File: config.mk
export PLATFORM = sky130hd
export DESIGN_NAME = muldiv_sequencer
export DESIGN_NICKNAME = d
export VERILOG_FILES = /design/src/rtl/alu_pkg.sv /design/src/rtl/muldiv_step.sv /design/src/rtl/muldiv_sequencer.sv
export SDC_FILE = /design/constraint.sdc
export NUM_CORES = 1
export LEC_CHECK = 0
export BUFFER_PORTS_ARGS = -buffer_cell sky130_fd_sc_hd__clkbuf_2
export CORE_ASPECT_RATIO = 0.5
export CORE_MARGIN = 4
export CORE_UTILIZATION = 60
export DETAILED_ROUTE_END_ITERATION = 8
export HOLD_SLACK_MARGIN = 0.08
export PLACE_DENSITY = 0.81
export RECOVER_POWER = 25
export SLEW_MARGIN = 20
export SYNTH_ARGS = -nofsm -noshare
export SYNTH_HDL_FRONTEND = slang
export SYNTH_SLANG_ARGS = --single-unit
File: constraint.sdc
create_clock -name clk -period 6.8 [get_ports clk]
set_clock_uncertainty 0.05 [all_clocks]
set_input_delay 1.36 -clock clk [delete_from_list [all_inputs] [get_ports clk]]
set_output_delay 1.36 -clock clk [all_outputs]
set_load 0.02 [all_outputs]
File: src/rtl/alu_pkg.sv
// ============================================================================
//  Module      : alu_pkg
//  Description : Shared ALU opcode constants and the mul/div sequencer state
//                type.
//  Revision    : 1.0 - initial release
// ============================================================================
`default_nettype none

package alu_pkg;

  // ALU operation codes shared by the ALU-control decoder and the sequencer
  localparam logic [2:0] ALUOP_AND  = 3'b000;
  localparam logic [2:0] ALUOP_OR   = 3'b001;
  localparam logic [2:0] ALUOP_ADD  = 3'b010;
  localparam logic [2:0] ALUOP_SUB  = 3'b011;
  localparam logic [2:0] ALUOP_SLT  = 3'b100;
  localparam logic [2:0] ALUOP_DIV  = 3'b101;
  localparam logic [2:0] ALUOP_NOP  = 3'b110;
  localparam logic [2:0] ALUOP_MULT = 3'b111;

  // Multi-cycle sequencer states
  typedef enum logic [1:0] {
    MD_IDLE = 2'd0,
    MD_MUL  = 2'd1,
    MD_DIV  = 2'd2,
    MD_DONE = 2'd3
  } md_state_e;

endpackage

`default_nettype wire

File: src/rtl/muldiv_step.sv
// ============================================================================
//  Module      : muldiv_step
//  Description : One iteration of unsigned shift-add multiply or restoring
//                divide on a 2*WIDTH working register.
//                MUL: work = {partial product, remaining multiplier bits}
//                DIV: work = {partial remainder, dividend/quotient bits}
//  Revision    : 1.0 - initial release
// ============================================================================
`default_nettype none

module muldiv_step #(
  parameter int WIDTH = 32
) (
  input  logic                 is_div,
  input  logic [2*WIDTH-1:0]   work_in,
  input  logic [WIDTH-1:0]     operand,
  output logic [2*WIDTH-1:0]   work_out
);

  logic [WIDTH-1:0] upper;
  logic [WIDTH-1:0] lower;
  logic [WIDTH:0]   mul_sum;
  logic [WIDTH:0]   div_shift;
  logic [WIDTH:0]   div_trial;

  // Single multiply or divide step; the carry/borrow bit is kept in WIDTH+1
  always_comb begin
    upper     = work_in[2*WIDTH-1:WIDTH];
    lower     = work_in[WIDTH-1:0];
    mul_sum   = {1'b0, upper} + (lower[0] ? {1'b0, operand} : {(WIDTH+1){1'b0}});
    div_shift = {upper, lower[WIDTH-1]};
    div_trial = div_shift - {1'b0, operand};
    work_out  = {mul_sum, lower[WIDTH-1:1]};
    if (is_div) begin
      if (!div_trial[WIDTH]) begin
        work_out = {div_trial[WIDTH-1:0], lower[WIDTH-2:0], 1'b1};
      end else begin
        work_out = {div_shift[WIDTH-1:0], lower[WIDTH-2:0], 1'b0};
      end
    end
  end

endmodule

`default_nettype wire

File: src/rtl/muldiv_sequencer.sv
// ============================================================================
//  Module      : muldiv_sequencer
//  Description : Multi-cycle unsigned MULT/DIV sequencer writing HI/LO, with
//                busy for datapath stall, flush abort and divide-by-zero flag.
//  Revision    : 1.0 - initial release
// ============================================================================
`default_nettype none

module muldiv_sequencer
  import alu_pkg::*;
#(
  parameter int WIDTH = 32
) (
  input  logic             clk,
  input  logic             rst,
  input  logic             start,
  input  logic [2:0]       aluOp,
  input  logic [WIDTH-1:0] a,
  input  logic [WIDTH-1:0] b,
  input  logic             flush,
  output logic             busy,
  output logic             done,
  output logic             div_by_zero,
  output logic [WIDTH-1:0] hi,
  output logic [WIDTH-1:0] lo
);

  localparam int CW = (WIDTH > 1) ? $clog2(WIDTH) : 1;
  localparam logic [CW-1:0] LAST_STEP = CW'(WIDTH - 1);

  md_state_e          state_q, state_d;
  logic [CW-1:0]      cnt_q, cnt_d;
  logic [2*WIDTH-1:0] work_q, work_d;
  logic [WIDTH-1:0]   opnd_q, opnd_d;
  logic [WIDTH-1:0]   hi_q, hi_d;
  logic [WIDTH-1:0]   lo_q, lo_d;
  logic               busy_q, busy_d;
  logic               done_q, done_d;
  logic               dbz_q, dbz_d;
  logic [2*WIDTH-1:0] step_out;

  muldiv_step #(.WIDTH(WIDTH)) u_step (
    .is_div   (state_q == MD_DIV),
    .work_in  (work_q),
    .operand  (opnd_q),
    .work_out (step_out)
  );

  // Next-state, iteration and HI/LO write logic
  always_comb begin
    state_d = state_q;
    cnt_d   = cnt_q;
    work_d  = work_q;
    opnd_d  = opnd_q;
    hi_d    = hi_q;
    lo_d    = lo_q;
    done_d  = 1'b0;
    dbz_d   = 1'b0;
    case (state_q)
      MD_IDLE: begin
        cnt_d = '0;
        // flush blocks acceptance of a same-cycle start
        if (start && !flush) begin
          if (aluOp == ALUOP_DIV) begin
            if (b == '0) begin
              state_d = MD_DONE;
              hi_d    = a;
              lo_d    = '1;
              done_d  = 1'b1;
              dbz_d   = 1'b1;
            end else begin
              state_d = MD_DIV;
              work_d  = {{WIDTH{1'b0}}, a};
              opnd_d  = b;
            end
          end else if (aluOp == ALUOP_MULT) begin
            state_d = MD_MUL;
            work_d  = {{WIDTH{1'b0}}, b};
            opnd_d  = a;
          end
        end
      end
      MD_MUL, MD_DIV: begin
        if (flush) begin
          state_d = MD_IDLE;
          cnt_d   = '0;
        end else begin
          work_d = step_out;
          cnt_d  = cnt_q + 1'b1;
          if (cnt_q == LAST_STEP) begin
            state_d = MD_DONE;
            cnt_d   = '0;
            hi_d    = step_out[2*WIDTH-1:WIDTH];
            lo_d    = step_out[WIDTH-1:0];
            done_d  = 1'b1;
          end
        end
      end
      MD_DONE: state_d = MD_IDLE;
      default: state_d = MD_IDLE;
    endcase
    busy_d = (state_d != MD_IDLE);
  end

  // State and output registers, cleared asynchronously
  always_ff @(posedge clk or posedge rst) begin
    if (rst) begin
      state_q <= MD_IDLE;
      cnt_q   <= '0;
      work_q  <= '0;
      opnd_q  <= '0;
      hi_q    <= '0;
      lo_q    <= '0;
      busy_q  <= 1'b0;
      done_q  <= 1'b0;
      dbz_q   <= 1'b0;
    end else begin
      state_q <= state_d;
      cnt_q   <= cnt_d;
      work_q  <= work_d;
      opnd_q  <= opnd_d;
      hi_q    <= hi_d;
      lo_q    <= lo_d;
      busy_q  <= busy_d;
      done_q  <= done_d;
      dbz_q   <= dbz_d;
    end
  end

  assign busy        = busy_q;
  assign done        = done_q;
  assign div_by_zero = dbz_q;
  assign hi          = hi_q;
  assign lo          = lo_q;

endmodule

`default_nettype wire

==> metrics.md, run 1 <==
| Metric | Value |
|---|---|
| Status | `finished with violations` |
| Violated checks | `design-rule violations, max-capacitance violations, max-slew violations` |
| Total negative slack | `0 ps` |
| Async set-reset flop share out of synthesis | `1.00` |
| WP buf/inv | `3` |
| Initial antenna violation count | `1` |
| Cell Rows | `37` |
| Via density | `6.70` |
| DP Wirelength | `34000 µm` |
| ANT nets after route | `0` |
| Later-pin clock latency in the skew report | `~440 ps` |
| Slew headroom | `-1.30` |
| CTS tree | `done` |
| Final min period | `approximately 4400 ps` |
| Syn Nets | `around 1700` |
| CTS sink cnt | `170` |
| Dominant register cell in the synthesized netlist | `dfrtp_1` |
| Largest net degree at the start of global routing | `92` |
| Die Ht | `110 µm` |
| Die Width | `approximately 210 µm` |
| Final period util | `0.652` |
| Pwr per Cell Area | `between 500 and 600 nW/µm²` |
| GRT overflow | `0` |
| #FFs+latches synth | `between 150 and 200` |
| Max FO, Critical Path | `28` |
| CP max-delay cell | `a311oi_1` |
| Crit. End Element | `flop` |
| Core area | `20600 µm²` |
| Crit path required time | `around 7100 ps` |
| Type of origin of the critical path | `flop` |
| Placer congestion estimate | `1.03` |
| # hold bufs at CTS | `0` |
| Mean Syn Cell Area | `7.81 µm²` |
| RSZ-0062 raised after global routing | `no` |
| WL final | `around 46000 µm` |
| Via count | `~13000` |
| Final setup fails | `0` |
| Layout cells sized above 1 | `0.126` |
| Root Driver | `clkbuf_16` |
| Final Max Tran Viols | `approximately 110` |
| First-pass GRT wire length | `around 70000 µm` |
| Worst Hold Class | `flop to flop` |
| Starting DRT DRC Count | `around 1900` |
| Synthesized area | `between 10000 and 15000 µm²` |
| Maximum buffer depth of the clock tree | `2` |
| Number of synthesized flops with an enable pin | `0` |
| Drt drc | `1` |
| Filler cells | `1770` |
| Worst Setup Path Type | `flop to flop` |
| PostCTS Resize Cnt | `0` |
| Vias in the first global route | `between 10000 and 15000` |
| Die area | `about 23000 µm²` |
| Most frequent CP cell | `inv_1` |
| Top Family by Delay on Critical Path | `compound AO/OA/AOI/OAI gates` |
| Leakage power | `6.57 nW` |
| Gate Count Post-Synth | `approximately 1600` |
| Clk slew on worst S/H paths | `70 ps` |
| Tot GR Track Use | `0.392` |
| Synth cell types | `roughly 70` |
| Total CTS buffers | `17` |
| WL/cell | `approximately 23 µm` |
| Starting Density | `0.610` |
| Largest stage delay, worst path | `between 500 and 600 ps` |
| VDD IR-drop max | `about 0.00034 V` |
| Worst hold slack | `between 400 and 500 ps` |
| Seq/Total Area, Yosys | `0.339` |
| Critical Path AT | `approximately 4800 ps` |
| Area grow syn2layout | `10.7%` |
| FMAX | `226 MHz` |
| Least-Margin Pin Slew | `approximately 3400 ps` |
| H-Tree Depth | `4` |
| Crit path cell chain | `inv_1 > ha_1 > inv_1 > fa_1 > a21o_1 > a221o_1 > a211oi_2 > nor4_2 > nor3_2 > or3_1 > buf_4 > nand2_1 > a311oi_1 > mux2_2` |
| Final hold vios | `0` |
| Io pins | `138` |
| DR pass1 iterations | `9` |
| Fin nets | `1815` |
| Postcts setup bufs | `0` |
| Synth warn | `0` |
| Port bufs | `about 140` |
| Max Cap Viol | `2` |
## logic make-up (layout without fill, tap and decap cells)
logic type,count (synthesis),in the layout,synth area share
other,0,1,0
flip-flops,170,170,0.339
buffers and inverters,161,240,0.0497
adder cells (fa/ha/maj),71,71,0.0721
XOR/XNOR,49,49,0.0342
AO/OA/AOI/OAI,491,491,0.254
multiplexers,11,11,0.00958
AND/OR/NAND/NOR,653,653,0.241
## synth_stat cells (8+ instances only)
cell type | instances | share of area
nand2_1 | 303 | 0.091
dfrtp_1 | 170 | 0.34
o21ai_0 | 124 | 0.050
nor2_1 | 116 | 0.035
clkbuf_1 | 94 | 0.028
a21oi_1 | 85 | 0.034
ha_1 | 69 | 0.069
a31oi_1 | 63 | 0.031
inv_1 | 52 | 0.016
and3_1 | 45 | 0.022
a211oi_1 | 41 | 0.025
nor2b_1 | 39 | 0.019
and2_1 | 36 | 0.018
o31ai_1 | 36 | 0.022
a21o_1 | 35 | 0.021
xnor2_1 | 30 | 0.021
nor3_1 | 24 | 0.0096
nand3_1 | 23 | 0.0092
o211ai_1 | 22 | 0.013
xor2_1 | 19 | 0.013
nand2b_1 | 15 | 0.0075
nand4_1 | 15 | 0.0075
or3_1 | 12 | 0.0060
nor4_1 | 10 | 0.0050
mux2_2 | 8 | 0.0072
## power breakdown
group          switching, mW  total [mW]  internal (mW)
clock                  0.448       0.939          0.492
combinational           3.46        5.23           1.77
sequential             0.497        2.00           1.50
total                   4.40        8.17           3.77
## metal layers
layer  track usage  wire length (µm)  vias up  share of wire
met5             0                 0        -              0
met4         0.113              1330        0          0.029
met3        0.0992              6340       95           0.14
met2         0.565             18900      830           0.41
met1         0.584             19300     6321           0.42
li1              -                 -     5880              -
## flip-flops by register name, indices dropped and copies added, names as in the netlist
| register | cells |
|---|---|
| opnd_q | 32 |
| cnt_q | 5 |
| done | 1 |
| busy | 1 |
| work_q | 64 |
| lo | 32 |
| div_by_zero | 1 |
| hi | 32 |
| state_q | 2 |
## path summary, 6_finish.rpt
path                            start         end  slack (ps)  depth (start not counted)
hold reg to reg              cnt_q[3]    cnt_q[3]         430                          1
max in group asynchronous         rst  work_q[41]        2940                          3
min in group asynchronous         rst      lo[25]        1860                          2
setup reg to reg           work_q[31]  work_q[45]        2370                         14
setup / recovery           work_q[31]  work_q[45]        2370                         14
hold / removal               cnt_q[3]    cnt_q[3]         430                          1
## through the flow
| stage | cells | utilization | setup slack (ps) | cell area, µm² | total power [mW] |
|---|---|---|---|---|---|
| final | 1959 | 0.675 | 2370 | 13900 | 8.17 |
| after global routing | 1959 | 0.675 | 2240 | 13900 | 8.71 |
| after CTS | 1958 | 0.675 | 2480 | 13900 | 8.01 |
| after detailed placement | 1927 | 0.649 | 2300 | 13300 | 7.02 |
| after global placement | 1927 | 0.649 | 2370 | 13300 | 6.88 |
| after floorplan | 1606 | - | 787 | 12500 | 5.44 |
## layout make-up
type / instances / area [µm²] / share of cell area
Multi-Input combinational cell: 1275 / 7710 / 0.556
Inverter: 53 / 200 / 0.0144
Sequential cell: 170 / 4250 / 0.307
Clock buffer: 21 / 460 / 0.0332
Antenna cell: 1 / 2.50 / 0.000180
Clock inverter: 10 / 82.6 / 0.00595
Timing Repair Buffer: 156 / 823 / 0.0593
Tap cell: 273 / 342 / 0.0246
## placed cells by master, fill, tap and decap left out, drive strengths merged, types with 5 or more instances in the layout
cell / count
nand2: 303
dfrtp: 170
clkbuf: 159
o21ai: 127
nor2: 116
a21oi: 85
ha: 69
a31oi: 63
inv: 55
and3: 45
a211oi: 42
nor2b: 39
and2: 36
o31ai: 36
a21o: 35
xnor2: 30
nor3: 26
nand3: 23
o211ai: 22
xor2: 19
buf: 18
nand4: 15
nand2b: 15
or3: 12
nor4: 11
mux2: 8
o21a: 8
o31a: 6
a41oi: 6
and4: 5
a32o: 5
a211o: 5
a22o: 5
a221oi: 5
## worst reg2reg max path, stage by stage, from the launching register on
cell      delay (ps)
dfrtp_1          390
inv_1            110
ha_1             170
inv_1             60
fa_1             430
a21o_1           220
a221o_1          380
a211oi_2         380
nor4_2           150
nor3_2           480
or3_1            200
buf_4            370
nand2_1          110
a311oi_1         590
mux2_2           270
Power figures use the tool's default switching activity.
==> run 2, diff against run 1 <==
Clock period 6.8 ns to 4.15 ns, I/O delays scaled along.
==> metrics.md, run 2 (synthesis gave the netlist of run 1 again) <==
| Metric | Value |
|---|---|
| GRT overflow | `0 (unchanged)` |
| Root Driver | `clkbuf_16 (unchanged)` |
| Final hold vios | `0 (unchanged)` |
| Layout cells sized above 1 | `0.139 (was 0.126)` |
| Io pins | `138 (unchanged)` |
| Type of origin of the critical path | `flop (unchanged)` |
| Placer congestion estimate | `1.10 (was 1.03)` |
| Die Width | `212 µm (unchanged)` |
| Most common cell after layout, fill and taps aside | `nand2_1 (unchanged)` |
| RSZ-0062 raised after global routing | `no (unchanged)` |
| WL final | `46100 µm (was 45900 µm)` |
| WL/cell | `23.2 µm (was 23.4 µm)` |
| Starting DRT DRC Count | `2144 (was 1920)` |
| Met2 Track Usage GR | `0.525 (was 0.565)` |
| Least-Margin Pin Slew | `2080 ps (was 3430 ps)` |
| Leakage power | `6.69 nW (was 6.57 nW)` |
| Met3 Use GR | `0.142 (was 0.0992)` |
| Via density | `6.60 (was 6.70)` |
| Port bufs | `137 (unchanged)` |
| Die area | `23400 µm² (unchanged)` |
| Total CTS buffers | `17 (unchanged)` |
| Worst hold slack | `206 ps (was 434 ps)` |
| ANT nets after route | `0 (unchanged)` |
| Tot GR Track Use | `0.389 (was 0.392)` |
| Max Cap Viol | `2 (unchanged)` |
| Area grow syn2layout | `12.2% (was 10.7%)` |
| Filler cells | `1771 (was 1770)` |
| Starting Density | `0.610 (unchanged)` |
| Status | `finished with violations (unchanged)` |
| Power, Total | `13.7 mW (was 8.17 mW)` |
| H-Tree Depth | `4 (unchanged)` |
| First-pass GRT wire length | `68900 µm (was 70200 µm)` |
| CTS sink cnt | `170 (unchanged)` |
| Register area | `4250 µm² (unchanged)` |
| Crit. End Element | `flop (unchanged)` |
| DP Wirelength | `35000 µm (was 34000 µm)` |
| Initial antenna violation count | `1 (unchanged)` |
| Cell Rows | `37 (unchanged)` |
| Max FO, Critical Path | `12 (was 28)` |
| Final setup fails | `0 (unchanged)` |
| Final period util | `0.978 (was 0.652)` |
| Crit path required time | `4490 ps (was 7130 ps)` |
| Pwr per Cell Area | `975 nW/µm² (was 589 nW/µm²)` |
| VDD IR-drop max | `0.000517 V (was 0.000337 V)` |
| CTS tree | `done (unchanged)` |
| Total negative slack | `0 ps (unchanged)` |
| Die Ht | `110 µm (unchanged)` |
| Vias in the first global route | `11725 (was 12004)` |
| Clk slew on worst S/H paths | `80 ps (was 70 ps)` |
| DR pass1 iterations | `6 (was 9)` |
| Critical Path AT | `4390 ps (was 4760 ps)` |
| Later-pin clock latency in the skew report | `450 ps (was 440 ps)` |
| # hold bufs at CTS | `0 (unchanged)` |
| Final core utilization | `0.684 (was 0.675)` |
| Reg2Reg Setup Slack | `90 ps (was 2370 ps)` |
| Final min period | `4060 ps (was 4430 ps)` |
| Worst Setup Path Type | `flop to flop (unchanged)` |
| Slew headroom | `-0.384 (was -1.30)` |
| Fin nets | `1836 (was 1815)` |
| Highest-count cells in the layout ignoring fill and taps | `nand2_1, dfrtp_1, clkbuf_2 (unchanged)` |
| Maximum buffer depth of the clock tree | `2 (unchanged)` |
| Largest net degree at the start of global routing | `78 (was 92)` |
| Max FFs per register | `64 (unchanged)` |
| Multi-input combinational cell area | `7710 µm² (about the same)` |
| Via count | `13097 (was 13126)` |
| Largest register by flop count | `work_q (unchanged)` |
| Drt drc | `0 (was 1)` |
| GR Util met1 | `0.582 (was 0.584)` |
| Violated checks | `max-capacitance violations, max-slew violations (was design-rule violations, max-capacitance violations, max-slew violations)` |
| GRT Max-Usage Layer | `met1 (unchanged)` |
| Worst Hold Class | `input pin to asynchronous set/reset pin (was flop to flop)` |
| FMAX | `246 MHz (was 226 MHz)` |
| Final Max Tran Viols | `120 (was 109)` |
| Core area | `20600 µm² (unchanged)` |
run 2: path summary, 6_finish.rpt:
path / start / endpoint / cells after the start
min in group clk: lo[28] / lo[28] / 2
worst max register to register: work_q[31] / hi[11] / 14
max in group asynchronous: rst / work_q[47] / 3
worst min register to register: lo[28] / lo[28] / 2
worst max-delay path: work_q[31] / hi[11] / 14
worst min-delay path: rst / done / 2
run 2: repair_timing:
item                       CTS  global route
setup endpoints to repair    0             4
hold endpoints to repair     0             0
setup buffers                0             0
resized for setup            0             2
run 2: critical path: stages (launching register included):
cell and delay [ps]:
dfrtp_1 380, inv_1 90, ha_1 170, inv_1 60
fa_1 410, a21o_1 210, a221o_1 380, a211oi_2 360
nor4_2 130, nor3_2 440, nor3_4 90, buf_4 230
mux2i_1 160, a211oi_1 640, a211o_1 180
run 2: routing by layer:
metal  wire, µm  vias to the layer above
met5         69                        -
met1      19600                     6236
li1           -                     5921
met4       1280                        2
met2      18000                      838
met3       7170                      100
run 2: area by class of cell:
| type | instances | share of cell area |
|---|---|---|
| Multi-Input combinational cell | 1275 | 0.548 |
| Sequential cell | 170 | 0.303 |
| Timing Repair Buffer | 177 | 0.0706 |
| Clock buffer | 18 | 0.0312 |
| Tap cell | 273 | 0.0243 |
| Inverter | 53 | 0.0142 |
| Clock inverter | 14 | 0.00819 |
| Antenna cell | 3 | 0.000534 |
run 2: report_power, final:
part / switching (mW) / internal (mW)
combinational: 5.84 / 3.03
sequential: 0.827 / 2.46
clock: 0.753 / 0.795
run 2: stage by stage:
step	setup slack (ps)	cells	instance area, µm²
floorplan	750	1606	12500
global placement	386	1948	13500
detailed placement	306	1948	13500
CTS	244	1980	14100
global route	7.18	1981	14100
finish	90.5	1983	14100
==> run 3, diff against run 2 <==
Settings changed: CORE_ASPECT_RATIO 0.5 to 1.2.
==> metrics.md, run 3 (synthesis gave the netlist of run 1 again) <==
| Metric | Value |
|---|---|
| Slew headroom | `-0.569 (was -0.384)` |
| Worst Setup Path Type | `flop to flop (unchanged)` |
| Later-pin clock latency in the skew report | `430 ps (was 450 ps)` |
| Placer congestion estimate | `1.00 (was 1.10)` |
| Ant diodes | `0 (was 3)` |
| Final Max Tran Viols | `171 (was 120)` |
| Root Driver | `clkbuf_16 (unchanged)` |
| FMAX | `251 MHz (was 246 MHz)` |
| Io pins | `138 (unchanged)` |
| Pwr per Cell Area | `960 nW/µm² (was 975 nW/µm²)` |
| Initial antenna violation count | `0 (was 1)` |
| First-pass GRT wire length | `66100 µm (was 68900 µm)` |
| Power, Total | `13.5 mW (was 13.7 mW)` |
| Core area | `20400 µm² (was 20600 µm²)` |
| Largest net degree at the start of global routing | `171 (was 78)` |
| Vias in the first global route | `12086 (was 11725)` |
| DR pass1 iterations | `6 (unchanged)` |
| Largest register by flop count | `work_q (unchanged)` |
| Postcts setup bufs | `0 (unchanged)` |
| Starting Density | `0.615 (was 0.610)` |
| Max FFs per register | `64 (unchanged)` |
| Least-Margin Pin Slew | `2350 ps (was 2080 ps)` |
| VDD IR-drop max | `0.000649 V (was 0.000517 V)` |
| WL/cell | `21.2 µm (was 23.2 µm)` |
| Worst Hold Class | `flop to flop (was input pin to asynchronous set/reset pin)` |
| Area grow syn2layout | `12.5% (was 12.2%)` |
| Via density | `6.47 (was 6.60)` |
| Status | `finished with violations (unchanged)` |
| H-Tree Depth | `4 (unchanged)` |
| Final core utilization | `0.691 (was 0.684)` |
| Fin nets | `1826 (was 1836)` |
| Port bufs | `137 (unchanged)` |
| Maximum buffer depth of the clock tree | `2 (unchanged)` |
| ANT nets after route | `0 (unchanged)` |
| Via count | `12696 (was 13097)` |
| WL final | `41600 µm (was 46100 µm)` |
| Clk slew on worst S/H paths | `70 ps (was 80 ps)` |
| Max Cap Viol | `1 (was 2)` |
| Die Ht | `166 µm (was 110 µm)` |
| Violated checks | `max-capacitance violations, max-slew violations (unchanged)` |
| CTS sink cnt | `170 (unchanged)` |
| Total CTS buffers | `17 (unchanged)` |
| DP Wirelength | `30800 µm (was 35000 µm)` |
| Crit path required time | `4390 ps (was 4490 ps)` |
| Most common cell after layout, fill and taps aside | `nand2_1 (unchanged)` |
| Critical Path AT | `4230 ps (was 4390 ps)` |
| Final setup fails | `0 (unchanged)` |
| Die Width | `140 µm (was 212 µm)` |
| Filler cells | `1713 (was 1771)` |
| Max FO, Critical Path | `11 (was 12)` |
| CTS tree | `done (unchanged)` |
| Final hold vios | `0 (unchanged)` |
| Final period util | `0.960 (was 0.978)` |
| Type of origin of the critical path | `flop (unchanged)` |
| Cell Rows | `57 (was 37)` |
| Drt drc | `0 (unchanged)` |
| Tot GR Track Use | `0.354 (was 0.389)` |
| Leakage power | `6.71 nW (was 6.69 nW)` |
| Layout cells sized above 1 | `0.133 (was 0.139)` |
| # hold bufs at CTS | `0 (unchanged)` |
| PostCTS Resize Cnt | `0 (unchanged)` |
| Crit. End Element | `flop (unchanged)` |
| RSZ-0062 raised after global routing | `yes (was no)` |
| Starting DRT DRC Count | `1273 (was 2144)` |
| Die area | `23300 µm² (was 23400 µm²)` |
| Highest-count cells in the layout ignoring fill and taps | `nand2_1, dfrtp_1, clkbuf_2 (unchanged)` |
| GRT overflow | `0 (unchanged)` |
| Final min period | `3980 ps (was 4060 ps)` |
[run 3: where the power goes]
group	switching (mW)	leakage [nW]	internal (mW)	total, mW
Clock	0.725	0.320	1.09	1.81
Sequential	0.765	2.06	2.46	3.23
Combinational	5.47	4.33	3.03	8.50
[run 3: layer usage]
layer  wire, µm  vias to the layer above  GRT usage
met5          0                        -          0
met4       2060                        0      0.156
met3       4280                      111     0.0829
met2      17700                      682      0.509
met1      17600                     6005      0.510
li1           -                     5898          -
[run 3: final timing paths]
check,endpoint,slack (ps),cells after the start,from
max in group asynchronous,work_q[40],1380,3,rst
hold / removal,lo[4],430,2,lo[4]
hold reg to reg,lo[4],430,2,lo[4]
min in group asynchronous,cnt_q[1],1160,3,rst
setup reg to reg,work_q[48],170,14,work_q[31]
setup / recovery,work_q[48],170,14,work_q[31]
[run 3: worst max-delay path, stage by stage, from the launching register on]
cell and delay, ps:
dfrtp_1 390, inv_1 100, ha_1 170, inv_1 50, fa_1 400, a21o_1 220
a221o_1 370, a211oi_2 290, nor4_2 120, o21a_4 240, nor3_4 590, buf_4 320
mux2_2 350, nand2_1 80, a31oi_1 100
[run 3: through the flow]
| stage | hold slack [ps] | worst slack [ps] | TNS (ps) | cell area, µm² | std cells |
|---|---|---|---|---|---|
| detailed placement | 419 | 224 | 0 | 13500 | 1930 |
| global route | 468 | -8.82 | -8.82 | 14100 | 1962 |
| global placement | 414 | 312 | 0 | 13500 | 1930 |
| finish | 429 | 165 | 0 | 14100 | 1962 |
| floorplan | 393 | 750 | 0 | 12500 | 1606 |
| CTS | 435 | 201 | 0 | 14100 | 1962 |
[run 3: final cells by class]
| class | instances | area, µm² | share of cell area |
|---|---|---|---|
| multi-input combinational | 1275 | 7720 | 0.547 |
| sequential | 170 | 4250 | 0.302 |
| timing repair buffer | 167 | 935 | 0.0663 |
| clock buffer | 18 | 429 | 0.0304 |
| tap | 265 | 332 | 0.0235 |
| clock inverter | 14 | 233 | 0.0165 |
| inverter | 53 | 203 | 0.0144 |
